--- config.mk ---
export PLATFORM = sky130hd
export DESIGN_NAME = pipeline_ctrl_flat
export DESIGN_NICKNAME = d
export VERILOG_FILES = /design/src/rtl/pipeline_ctrl_pkg.sv /design/src/rtl/pipeline_ctrl_if.sv /design/src/rtl/pipeline_ctrl_hazard_detect.sv /design/src/rtl/pipeline_ctrl.sv /design/src/flat_wrapper.sv
export SDC_FILE = /design/constraint.sdc
export NUM_CORES = 1
export LEC_CHECK = 0
export CAP_MARGIN = 15
export CORE_UTILIZATION = 43
export CTS_BUF_LIST = sky130_fd_sc_hd__clkbuf_8
export DETAILED_ROUTE_END_ITERATION = 16
export PLACE_DENSITY_LB_ADDON = 0.25
export SYNTH_ARGS = -nofsm -noshare
export SYNTH_HDL_FRONTEND = slang
export SYNTH_SLANG_ARGS = --single-unit
export TNS_END_PERCENT = 50
--- constraint.sdc ---
create_clock -name CLK -period 3.9 [get_ports CLK]
set_input_delay 0.585 -clock CLK [delete_from_list [all_inputs] [get_ports CLK]]
set_output_delay 0.585 -clock CLK [all_outputs]
set_load 0.02 [all_outputs]
--- src/rtl/pipeline_ctrl_pkg.sv ---
// pipeline_ctrl_pkg: shared types, control bundle and register-compare helper for the pipeline sequencer
package pipeline_ctrl_pkg;
  typedef logic [4:0] regbits_t;
  typedef enum logic [1:0] {PC_RUN, PC_MWAIT, PC_DRAIN, PC_HALTED} pctl_state_t;
  typedef struct packed {
    logic pc_en;
    logic ifid_en;
    logic ifid_flush;
    logic idex_en;
    logic idex_flush;
    logic exmem_en;
    logic exmem_flush;
    logic memwb_en;
    logic memwb_flush;
  } pctl_ctl_t;
  localparam int PCTL_WAIT_MAX = 255;
  localparam int PCTL_WAIT_W = $clog2(PCTL_WAIT_MAX + 1);
  localparam pctl_ctl_t CTL_RUN   = pctl_ctl_t'(9'b1_10_10_10_10);
  localparam pctl_ctl_t CTL_RST   = pctl_ctl_t'(9'b0_01_01_01_01);
  localparam pctl_ctl_t CTL_MWAIT = pctl_ctl_t'(9'b0_00_00_00_11);
  localparam pctl_ctl_t CTL_HALT  = pctl_ctl_t'(9'b0_00_00_00_00);
  // $zero never carries a dependence
  function automatic logic raw(regbits_t w, regbits_t rs, regbits_t rt, logic use_rt);
    return (w != '0) && ((w == rs) || (use_rt && (w == rt)));
  endfunction
endpackage

--- src/rtl/pipeline_ctrl_if.sv ---
// pipeline_ctrl_if: datapath <-> sequencer bundle
//   slave  (sequencer): takes latch status, drives latch en/flush, pc_en, halted, mem_timeout, state_o
//   master (datapath) : the mirror image
interface pipeline_ctrl_if;
  import pipeline_ctrl_pkg::*;
  logic        ihit;
  logic        dhit;
  logic        exmem_ren;
  logic        exmem_wen;
  regbits_t    ifid_rs;
  regbits_t    ifid_rt;
  logic        ifid_use_rt;
  logic        ifid_halt;
  regbits_t    idex_wsel;
  logic        idex_regwr;
  logic        idex_memread;
  regbits_t    exmem_wsel;
  logic        exmem_regwr;
  logic        ex_redirect;
  logic        memwb_halt;
  logic        pc_en;
  logic        ifid_en;
  logic        ifid_flush;
  logic        idex_en;
  logic        idex_flush;
  logic        exmem_en;
  logic        exmem_flush;
  logic        memwb_en;
  logic        memwb_flush;
  logic        halted;
  logic        mem_timeout;
  pctl_state_t state_o;
  modport slave (
    input  ihit, dhit, exmem_ren, exmem_wen, ifid_rs, ifid_rt, ifid_use_rt, ifid_halt,
           idex_wsel, idex_regwr, idex_memread, exmem_wsel, exmem_regwr, ex_redirect, memwb_halt,
    output pc_en, ifid_en, ifid_flush, idex_en, idex_flush, exmem_en, exmem_flush,
           memwb_en, memwb_flush, halted, mem_timeout, state_o
  );
  modport master (
    output ihit, dhit, exmem_ren, exmem_wen, ifid_rs, ifid_rt, ifid_use_rt, ifid_halt,
           idex_wsel, idex_regwr, idex_memread, exmem_wsel, exmem_regwr, ex_redirect, memwb_halt,
    input  pc_en, ifid_en, ifid_flush, idex_en, idex_flush, exmem_en, exmem_flush,
           memwb_en, memwb_flush, halted, mem_timeout, state_o
  );
endinterface

--- src/rtl/pipeline_ctrl_hazard_detect.sv ---
// pipeline_ctrl_hazard_detect: combinational RAW/load-use stall request for the ID stage
//   in : ID sources (rs, rt, use_rt), EX writer (wsel, regwr, memread), MEM writer (wsel, regwr)
//   out: hz
//   PCTL_FWD_EN defined: forwarding covers everything except a load feeding the next instruction
module pipeline_ctrl_hazard_detect
  import pipeline_ctrl_pkg::*;
(
  input  regbits_t ifid_rs,
  input  regbits_t ifid_rt,
  input  logic     ifid_use_rt,
  input  regbits_t idex_wsel,
  input  logic     idex_regwr,
  input  logic     idex_memread,
  input  regbits_t exmem_wsel,
  input  logic     exmem_regwr,
  output logic     hz
);
`ifdef PCTL_FWD_EN
  logic unused_mem;
  assign unused_mem = ^{exmem_wsel, exmem_regwr};
  assign hz = idex_memread & idex_regwr & raw(idex_wsel, ifid_rs, ifid_rt, ifid_use_rt);
`else
  logic unused_ld;
  assign unused_ld = idex_memread;
  assign hz = (idex_regwr & raw(idex_wsel, ifid_rs, ifid_rt, ifid_use_rt))
            | (exmem_regwr & raw(exmem_wsel, ifid_rs, ifid_rt, ifid_use_rt));
`endif
endmodule

--- src/rtl/pipeline_ctrl.sv ---
// pipeline_ctrl: 5-stage pipeline sequencer (dmem wait, redirect, hazard, imiss, halt drain)
//   CLK, RST (sync, active-high); bus: pipeline_ctrl_if.slave
//   WAIT_MAX: MWAIT cycles before mem_timeout sets; PCTL_FWD_EN selects the hazard rule
module pipeline_ctrl
  import pipeline_ctrl_pkg::*;
#(
  parameter int WAIT_MAX = PCTL_WAIT_MAX
) (
  input logic           CLK,
  input logic           RST,
  pipeline_ctrl_if.slave bus
);
  localparam int W = $clog2(WAIT_MAX + 1);
  pctl_state_t state_q, state_d;
  logic [W-1:0] wait_cnt_q, wait_cnt_d;
  logic halted_q, halted_d, mem_timeout_q, mem_timeout_d;
  logic hz, mwait;
  pctl_ctl_t ctl;
  pipeline_ctrl_hazard_detect u_hz (
    .ifid_rs      (bus.ifid_rs),
    .ifid_rt      (bus.ifid_rt),
    .ifid_use_rt  (bus.ifid_use_rt),
    .idex_wsel    (bus.idex_wsel),
    .idex_regwr   (bus.idex_regwr),
    .idex_memread (bus.idex_memread),
    .exmem_wsel   (bus.exmem_wsel),
    .exmem_regwr  (bus.exmem_regwr),
    .hz           (hz)
  );
  assign mwait = (bus.exmem_ren | bus.exmem_wen) & ~bus.dhit;
  always_comb begin
    ctl = CTL_RUN;
    state_d = state_q;
    if (state_q == PC_HALTED) begin
      ctl = CTL_HALT;
    end else if (mwait) begin
      ctl = CTL_MWAIT;
      state_d = (state_q == PC_RUN) ? PC_MWAIT : state_q;
    end else if (state_q == PC_DRAIN) begin
      ctl.pc_en = 1'b0;
      ctl.ifid_flush = 1'b1;
      state_d = bus.memwb_halt ? PC_HALTED : PC_DRAIN;
    end else begin
      // RUN, or MWAIT whose access just completed: normal priority chain
      state_d = PC_RUN;
      if (bus.ex_redirect) begin
        ctl.ifid_flush = 1'b1;
        ctl.idex_flush = 1'b1;
      end else if (hz) begin
        ctl.pc_en = 1'b0;
        ctl.ifid_en = 1'b0;
        ctl.idex_flush = 1'b1;
      end else if (!bus.ihit) begin
        ctl.pc_en = 1'b0;
        ctl.ifid_flush = 1'b1;
      end else if (bus.ifid_halt) begin
        state_d = PC_DRAIN;
      end
    end
    if (RST) ctl = CTL_RST;
    wait_cnt_d = (state_q == PC_MWAIT && mwait)
               ? ((wait_cnt_q == W'(WAIT_MAX)) ? wait_cnt_q : wait_cnt_q + 1'b1) : '0;
    mem_timeout_d = mem_timeout_q | (wait_cnt_d == W'(WAIT_MAX));
    halted_d = halted_q | (state_d == PC_HALTED);
  end
  always_ff @(posedge CLK) begin
    if (RST) begin
      state_q <= PC_RUN;
      wait_cnt_q <= '0;
      halted_q <= 1'b0;
      mem_timeout_q <= 1'b0;
    end else begin
      state_q <= state_d;
      wait_cnt_q <= wait_cnt_d;
      halted_q <= halted_d;
      mem_timeout_q <= mem_timeout_d;
    end
  end
  assign bus.pc_en       = ctl.pc_en;
  assign bus.ifid_en     = ctl.ifid_en;
  assign bus.ifid_flush  = ctl.ifid_flush;
  assign bus.idex_en     = ctl.idex_en;
  assign bus.idex_flush  = ctl.idex_flush;
  assign bus.exmem_en    = ctl.exmem_en;
  assign bus.exmem_flush = ctl.exmem_flush;
  assign bus.memwb_en    = ctl.memwb_en;
  assign bus.memwb_flush = ctl.memwb_flush;
  assign bus.halted      = halted_q;
  assign bus.mem_timeout = mem_timeout_q;
  assign bus.state_o     = state_q;
endmodule
--- src/flat_wrapper.sv ---
// flat-port wrapper written by rule: the top's interface ports become plain ports
module pipeline_ctrl_flat import pipeline_ctrl_pkg::*;
#(
  parameter int WAIT_MAX = PCTL_WAIT_MAX
)
  (CLK, RST, bus_ihit, bus_dhit, bus_exmem_ren, bus_exmem_wen, bus_ifid_rs, bus_ifid_rt, bus_ifid_use_rt, bus_ifid_halt, bus_idex_wsel, bus_idex_regwr, bus_idex_memread, bus_exmem_wsel, bus_exmem_regwr, bus_ex_redirect, bus_memwb_halt, bus_pc_en, bus_ifid_en, bus_ifid_flush, bus_idex_en, bus_idex_flush, bus_exmem_en, bus_exmem_flush, bus_memwb_en, bus_memwb_flush, bus_halted, bus_mem_timeout, bus_state_o);
  pipeline_ctrl_if bus_i ();
  input logic CLK;
  input logic RST;
  input wire logic [$bits(bus_i.ihit)-1:0] bus_ihit;
  input wire logic [$bits(bus_i.dhit)-1:0] bus_dhit;
  input wire logic [$bits(bus_i.exmem_ren)-1:0] bus_exmem_ren;
  input wire logic [$bits(bus_i.exmem_wen)-1:0] bus_exmem_wen;
  input wire logic [$bits(bus_i.ifid_rs)-1:0] bus_ifid_rs;
  input wire logic [$bits(bus_i.ifid_rt)-1:0] bus_ifid_rt;
  input wire logic [$bits(bus_i.ifid_use_rt)-1:0] bus_ifid_use_rt;
  input wire logic [$bits(bus_i.ifid_halt)-1:0] bus_ifid_halt;
  input wire logic [$bits(bus_i.idex_wsel)-1:0] bus_idex_wsel;
  input wire logic [$bits(bus_i.idex_regwr)-1:0] bus_idex_regwr;
  input wire logic [$bits(bus_i.idex_memread)-1:0] bus_idex_memread;
  input wire logic [$bits(bus_i.exmem_wsel)-1:0] bus_exmem_wsel;
  input wire logic [$bits(bus_i.exmem_regwr)-1:0] bus_exmem_regwr;
  input wire logic [$bits(bus_i.ex_redirect)-1:0] bus_ex_redirect;
  input wire logic [$bits(bus_i.memwb_halt)-1:0] bus_memwb_halt;
  output wire logic [$bits(bus_i.pc_en)-1:0] bus_pc_en;
  output wire logic [$bits(bus_i.ifid_en)-1:0] bus_ifid_en;
  output wire logic [$bits(bus_i.ifid_flush)-1:0] bus_ifid_flush;
  output wire logic [$bits(bus_i.idex_en)-1:0] bus_idex_en;
  output wire logic [$bits(bus_i.idex_flush)-1:0] bus_idex_flush;
  output wire logic [$bits(bus_i.exmem_en)-1:0] bus_exmem_en;
  output wire logic [$bits(bus_i.exmem_flush)-1:0] bus_exmem_flush;
  output wire logic [$bits(bus_i.memwb_en)-1:0] bus_memwb_en;
  output wire logic [$bits(bus_i.memwb_flush)-1:0] bus_memwb_flush;
  output wire logic [$bits(bus_i.halted)-1:0] bus_halted;
  output wire logic [$bits(bus_i.mem_timeout)-1:0] bus_mem_timeout;
  output wire logic [$bits(bus_i.state_o)-1:0] bus_state_o;
  assign bus_i.ihit = bus_ihit;
  assign bus_i.dhit = bus_dhit;
  assign bus_i.exmem_ren = bus_exmem_ren;
  assign bus_i.exmem_wen = bus_exmem_wen;
  assign bus_i.ifid_rs = bus_ifid_rs;
  assign bus_i.ifid_rt = bus_ifid_rt;
  assign bus_i.ifid_use_rt = bus_ifid_use_rt;
  assign bus_i.ifid_halt = bus_ifid_halt;
  assign bus_i.idex_wsel = bus_idex_wsel;
  assign bus_i.idex_regwr = bus_idex_regwr;
  assign bus_i.idex_memread = bus_idex_memread;
  assign bus_i.exmem_wsel = bus_exmem_wsel;
  assign bus_i.exmem_regwr = bus_exmem_regwr;
  assign bus_i.ex_redirect = bus_ex_redirect;
  assign bus_i.memwb_halt = bus_memwb_halt;
  assign bus_pc_en = bus_i.pc_en;
  assign bus_ifid_en = bus_i.ifid_en;
  assign bus_ifid_flush = bus_i.ifid_flush;
  assign bus_idex_en = bus_i.idex_en;
  assign bus_idex_flush = bus_i.idex_flush;
  assign bus_exmem_en = bus_i.exmem_en;
  assign bus_exmem_flush = bus_i.exmem_flush;
  assign bus_memwb_en = bus_i.memwb_en;
  assign bus_memwb_flush = bus_i.memwb_flush;
  assign bus_halted = bus_i.halted;
  assign bus_mem_timeout = bus_i.mem_timeout;
  assign bus_state_o = bus_i.state_o;
  pipeline_ctrl #(.WAIT_MAX(WAIT_MAX)) u_core (.CLK(CLK), .RST(RST), .bus(bus_i));
endmodule
== After elaboration in Yosys (flattened, before gate mapping) ==
Index checks and enable logic that the tools add are counted.

* Add/sub/neg operators: 1
* Equal/unequal tests: 10
* Mux-type cells: 30
* Bitwise gates (word level): 8
* Reduce and logical (&&, ||, !) cells: 10

{| class="wikitable"
|+ Operators by type and width
! kind !! number
|-
| equality test 5 bit || 4
|-
| 2-to-1 mux 2 bit || 9
|-
| 2-to-1 mux 9 bit || 2
|-
| equality test 8 bit (second input constant) || 2
|-
| 2-to-1 mux 8 bit || 2
|-
| 2-to-1 mux 1 bit || 15
|-
| nonzero test 5 bit || 2
|-
| adder 8 x 1 -> 8 bit (second input constant) || 1
|-
| equality test 2 bit (second input constant) || 3
|-
| logical AND 1 bit || 5
|-
| 2-to-1 mux 4 bit || 1
|-
| bitwise OR 1 bit || 4
|-
| AND 1 bit || 3
|-
| 2-to-1 mux 3 bit || 1
|-
| equality test 2 x 1 -> 1 bit (second input constant) || 1
|-
| logical NOT 2 bit || 1
|-
| logical OR 1 bit || 2
|-
| NOT 1 bit || 1
|}

* Register bits: 12
* Output and inout port bits: 13
* Word-level logic and storage cells: 63

== Depth between registers and ports, before layout ==
* Depth after elaboration: 13
* Mapped depth: 7
* Gate-level depth less buffers: 7

== Modules after synthesis ==
A second synthesis with hierarchy kept.

* Cell total of the unflattened synthesis: 126
* Area, all modules: 1007.2 um2

{| class="wikitable"
|+ By module, submodules not included
! module !! times used !! cells an instance !! area an instance (um2) !! sequential area each (um2)
|-
| pipeline_ctrl || 1 || 92 || 749.5 || 240.2
|-
| pipeline_ctrl_hazard_detect || 1 || 34 || 257.7 || 0.0
|}

== Least setup slack after synthesis ==
OpenSTA, ideal clock, no wires.

* Path type: input to output
* Start: input bus_idex_wsel[0]
* End: output bus_pc_en
* Data arrival time: 2.153 ns
* Data required time: 3.315 ns
* Path slack: 1.162 ns
* Stages: 5
* Buffers on the path: 0
* Path through: or4_1 o21ai_0 o22a_1 a21oi_1 nor4_1

* Longest elaborated chain between the ends: 12
* Elaborated cells between the ends (all ways): 14
* Those cells by class: eq/ne (2); mux (6); bitwise (2); reduce/logical (4)

{| class="wikitable"
|+ Ends and longest elaborated chain
! what !! RTL line !! RTL
|-
| from (decl) || flat_wrapper.sv:18 || <nowiki>input wire logic [$bits(bus_i.idex_wsel)-1:0] bus_idex_wsel;</nowiki>
|-
| equality test 5 bit || pipeline_ctrl_pkg.sv:24 || <nowiki>return (w != '0) && ((w == rs) || (use_rt && (w == rt)));</nowiki>
|-
| logical AND 1 bit || pipeline_ctrl_pkg.sv:24 ||
|-
| logical OR 1 bit || pipeline_ctrl_pkg.sv:24 ||
|-
| logical AND 1 bit (*) || pipeline_ctrl_pkg.sv:24 ||
|-
| AND 1 bit (*) || pipeline_ctrl_hazard_detect.sv:25 || <nowiki>assign hz = (idex_regwr & raw(idex_wsel, ifid_rs, ifid_rt, ifid_use_rt))</nowiki>
|-
| bitwise OR 1 bit (*) || pipeline_ctrl_hazard_detect.sv:26 || <nowiki>| (exmem_regwr & raw(exmem_wsel, ifid_rs, ifid_rt, ifid_use_rt));</nowiki>
|-
| 2-to-1 mux 1 bit (*) || pipeline_ctrl.sv:49 || <nowiki>end else if (hz) begin</nowiki>
|-
| 2-to-1 mux 2 bit (*) || pipeline_ctrl.sv:46 || <nowiki>if (bus.ex_redirect) begin</nowiki>
|-
| 2-to-1 mux 1 bit (*) || pipeline_ctrl.sv:39 || <nowiki>end else if (state_q == PC_DRAIN) begin</nowiki>
|-
| 2-to-1 mux 3 bit (*) || pipeline_ctrl.sv:36 || <nowiki>end else if (mwait) begin</nowiki>
|-
| 2-to-1 mux 9 bit (*) || pipeline_ctrl.sv:34 || <nowiki>if (state_q == PC_HALTED) begin</nowiki>
|-
| 2-to-1 mux 9 bit (*) || pipeline_ctrl.sv:60 || <nowiki>if (RST) ctl = CTL_RST;</nowiki>
|-
| to (decl) || flat_wrapper.sv:25 || <nowiki>output wire logic [$bits(bus_i.pc_en)-1:0] bus_pc_en;</nowiki>
|}

Mark *: on every way between the ends. The rest lies on a longest branch, timed or not.

== Worst setup path after layout ==
* Start: input bus_idex_wsel[2]
* End: output bus_ifid_flush

* Longest elaborated chain between the ends: 12
* Elaborated cells between the ends (all ways): 14
* Those cells by class: eq/ne (2); mux (6); bitwise (2); reduce/logical (4)

{| class="wikitable"
|+ Ends and longest elaborated chain
! what !! RTL line !! RTL
|-
| equality test 5 bit || pipeline_ctrl_pkg.sv:24 ||
|-
| logical AND 1 bit || pipeline_ctrl_pkg.sv:24 ||
|-
| logical OR 1 bit || pipeline_ctrl_pkg.sv:24 ||
|-
| logical AND 1 bit (*) || pipeline_ctrl_pkg.sv:24 ||
|-
| AND 1 bit (*) || pipeline_ctrl_hazard_detect.sv:25 ||
|-
| bitwise OR 1 bit (*) || pipeline_ctrl_hazard_detect.sv:26 ||
|-
| 2-to-1 mux 1 bit (*) || pipeline_ctrl.sv:49 ||
|-
| 2-to-1 mux 1 bit (*) || pipeline_ctrl.sv:46 ||
|-
| 2-to-1 mux 1 bit (*) || pipeline_ctrl.sv:39 ||
|-
| 2-to-1 mux 3 bit (*) || pipeline_ctrl.sv:36 ||
|-
| 2-to-1 mux 9 bit (*) || pipeline_ctrl.sv:34 ||
|-
| 2-to-1 mux 9 bit (*) || pipeline_ctrl.sv:60 ||
|-
| to (decl) || flat_wrapper.sv:27 || <nowiki>output wire logic [$bits(bus_i.ifid_flush)-1:0] bus_ifid_flush;</nowiki>
|}

Marked as above.

==> metrics <==
status complete, no violations; fin. max-slew vios 0; Die X 49.1 µm; clock latency on the worst-skew pair around 240 ps; Critical Path End Type output port; worst setup path category input port to output port; Max Buffers Root-to-Sink 2; CP required ~3300 ps; multiplexer share of the synthesized area 1.05%; initial antenna violation count 0; RSZ-0062 raised after global routing no; port bufs between 40 and 50; Initial Util 47.2%; DP HPWL 1.99 mm; wire per inst 13.1 µm; Via density between 5 and 6; crit-path max FO 5; Hold Path Class register to register; post_cts resized 0; Area growth syn-to-layout 50.9%; syn_nets between 150 and 200; Worst Max-Slew Pin Slew 374 ps; Worst Path Arrival a little under 3000 ps; Final period util 91.5%; hold buffers post-CTS 0; Simple-Gate Fraction of Synth Area 29.0%; DRT iter0 DRCs 17; main combinational cell family by area after synthesis simple AND/OR/NAND/NOR gates; vias 1,044; largest net degree at the start of global routing 13; CTS tree built; Max Cap Viol 0; Die Ht 49.1 µm; xor and xnor area share after synthesis roughly a fifth; Setup Buffers After CTS 0; drt total wl 2.54 mm; final net count 202; # diodes 0; Filler cells ~180; final hold violations 0; global-route wire length before repair roughly 4.2 mm; adder-cell share of the synthesized area ~1.3%; Layout Skew 8.33 ps; H-tree levels 1; Synth Instances ~120; clock tree root buffer cell clkbuf_8; Leak 0.531 nW; post-route ant nets 0; Power Dens Cells around 250 nW/µm²; total power 0.365 mW; # IOs 46; Yosys top cell area share 25.2%; Synth Register Bits 12; Core ar. about 2000 µm²; CTS Buf Count 3; Mean Syn Cell Area 7.69 µm²; setup violators final 0; Post-route DRC 0; fin crit period between 3000 and 4000 ps; first drt pass iteration count 4; M3 GR Usage 4.98%; row count 16; Final Non-Filler Cells 194; max_slew headroom 75.0%; Place WS between 300 and 400 ps; CTS clk-pin slew, worst paths 50 ps; busiest grt layer met2; share of cells above drive strength 1 6.59%; Fmax achieved 280 MHz; post-synth top area cell dfxtp_1; Die ar. about 2400 µm²; mapped cell area 953 µm²; GRT overflow 0; Cell variety after synth 39; GPL Wtd Cong a little under 0.9; largest cells by area after synthesis dfxtp_1 25%, xor2_1 17%, nor2_1 8.7%; Startpoint Class input port; met2 Usage GRT 37.7%; vias in the first global route between 900 and 1,000; synth warn 0; M1 GR Usage 27.0%; sequential element share of the synthesized area 25.2%; total clock sinks 12; complex-gate fraction of the synthesized area a little under a fifth; Final WS setup 332 ps; final setup TNS 0 ps; flop2flop setup slack approximately 2000 ps; Max rail drop VDD 0.254 mV; placed cell count 190; GRT Overall Usage a little over a fifth; Final Core Density 71.2%
==> final cells by class <==
cell class / count / area (µm²) / area share (%)
multi-input cells: 104 / 658 / 45.7
repair buffers: 44 / 440 / 30.6
flip-flops and latches: 12 / 240 / 16.7
clock buffers: 4 / 55.1 / 3.83
well taps: 27 / 33.8 / 2.35
inverters: 3 / 11.3 / 0.783
==> through the flow <==
| step | hold slack (ps) | cell area, µm² |
|---|---|---|
| after floorplan | 469 | 953 |
| after global placement | 456 | 1380 |
| after detailed placement | 466 | 1380 |
| after CTS | 477 | 1440 |
| after global routing | 504 | 1440 |
| final | 469 | 1440 |
==> worst max-delay path: stages <==
cell	delay, ps
clkdlybuf4s50_1	480
xor2_1	190
nor4_1	300
a32oi_1	150
o22a_1	270
a211o_1	240
a41o_1	220
clkdlybuf4s50_1	530
==> cells in the final DEF (no fill, tap or decap), types with 4 or more instances in the layout <==
cell type,synthesis,layout
clkbuf_8,1,4
xor2_1,18,18
o21ai_0,5,5
nor2_1,22,22
nand3_1,4,4
a21oi_1,10,10
nand2_1,9,9
clkdlybuf4s50_1,0,44
dfxtp_1,12,12
==> state kept, by name, summed over array words and instances (netlist names) <==
| name | flops |
|---|---|
| u_core.bus.halted | 1 |
| u_core.wait_cnt_q | 8 |
| u_core.bus.mem_timeout | 1 |
| u_core.bus.state_o | 2 |
==> synthesized netlist by cell type (all sizes together) <==
library cell,instances
nor2,22
xor2,18
dfxtp,12
a21oi,10
nand2,9
o21ai,5
nand3,4
nor3,4
buf,3
inv,3
nor4,3
or4,3
xnor2,3
a32oi,2
clkbuf,2
nor2b,2
a211o,1
a211oi,1
a21o,1
a31oi,1
a32o,1
a41o,1
and2,1
and3,1
and4,1
and4b,1
ha,1
mux2i,1
o211ai,1
o22a,1
o22ai,1
o31a,1
or2,1
or3,1
or3b,1
==> routing by layer <==
layer  up-vias  share of wire, %
met3         4               6.4
li1        530                 -
met1       461                45
met5         -                 0
met2        49                48
met4         0              0.43
==> logic make-up after synthesis <==
family | count (synthesis)
AO/OA/AOI/OAI | 27
XOR/XNOR | 21
adder cells (fa/ha/maj) | 1
buffers and inverters | 8
flip-flops | 12
multiplexers | 1
AND/OR/NAND/NOR | 54
==> worst paths after layout <==
check / start / end / depth (start not counted)
setup / recovery: bus_idex_wsel[2] / bus_ifid_flush / 8
hold / removal: u_core.bus.halted / u_core.bus.halted / 2
setup reg to reg: u_core.wait_cnt_q[0] / u_core.bus.mem_timeout / 6
hold reg to reg: u_core.bus.halted / u_core.bus.halted / 2
==> power breakdown <==
part	internal [mW]	total, mW	switching [mW]
Sequential	0.124	0.127	0.00261
Combinational	0.0592	0.105	0.0455
Clock	0.0890	0.133	0.0445
(Power assumes the default switching activity.)
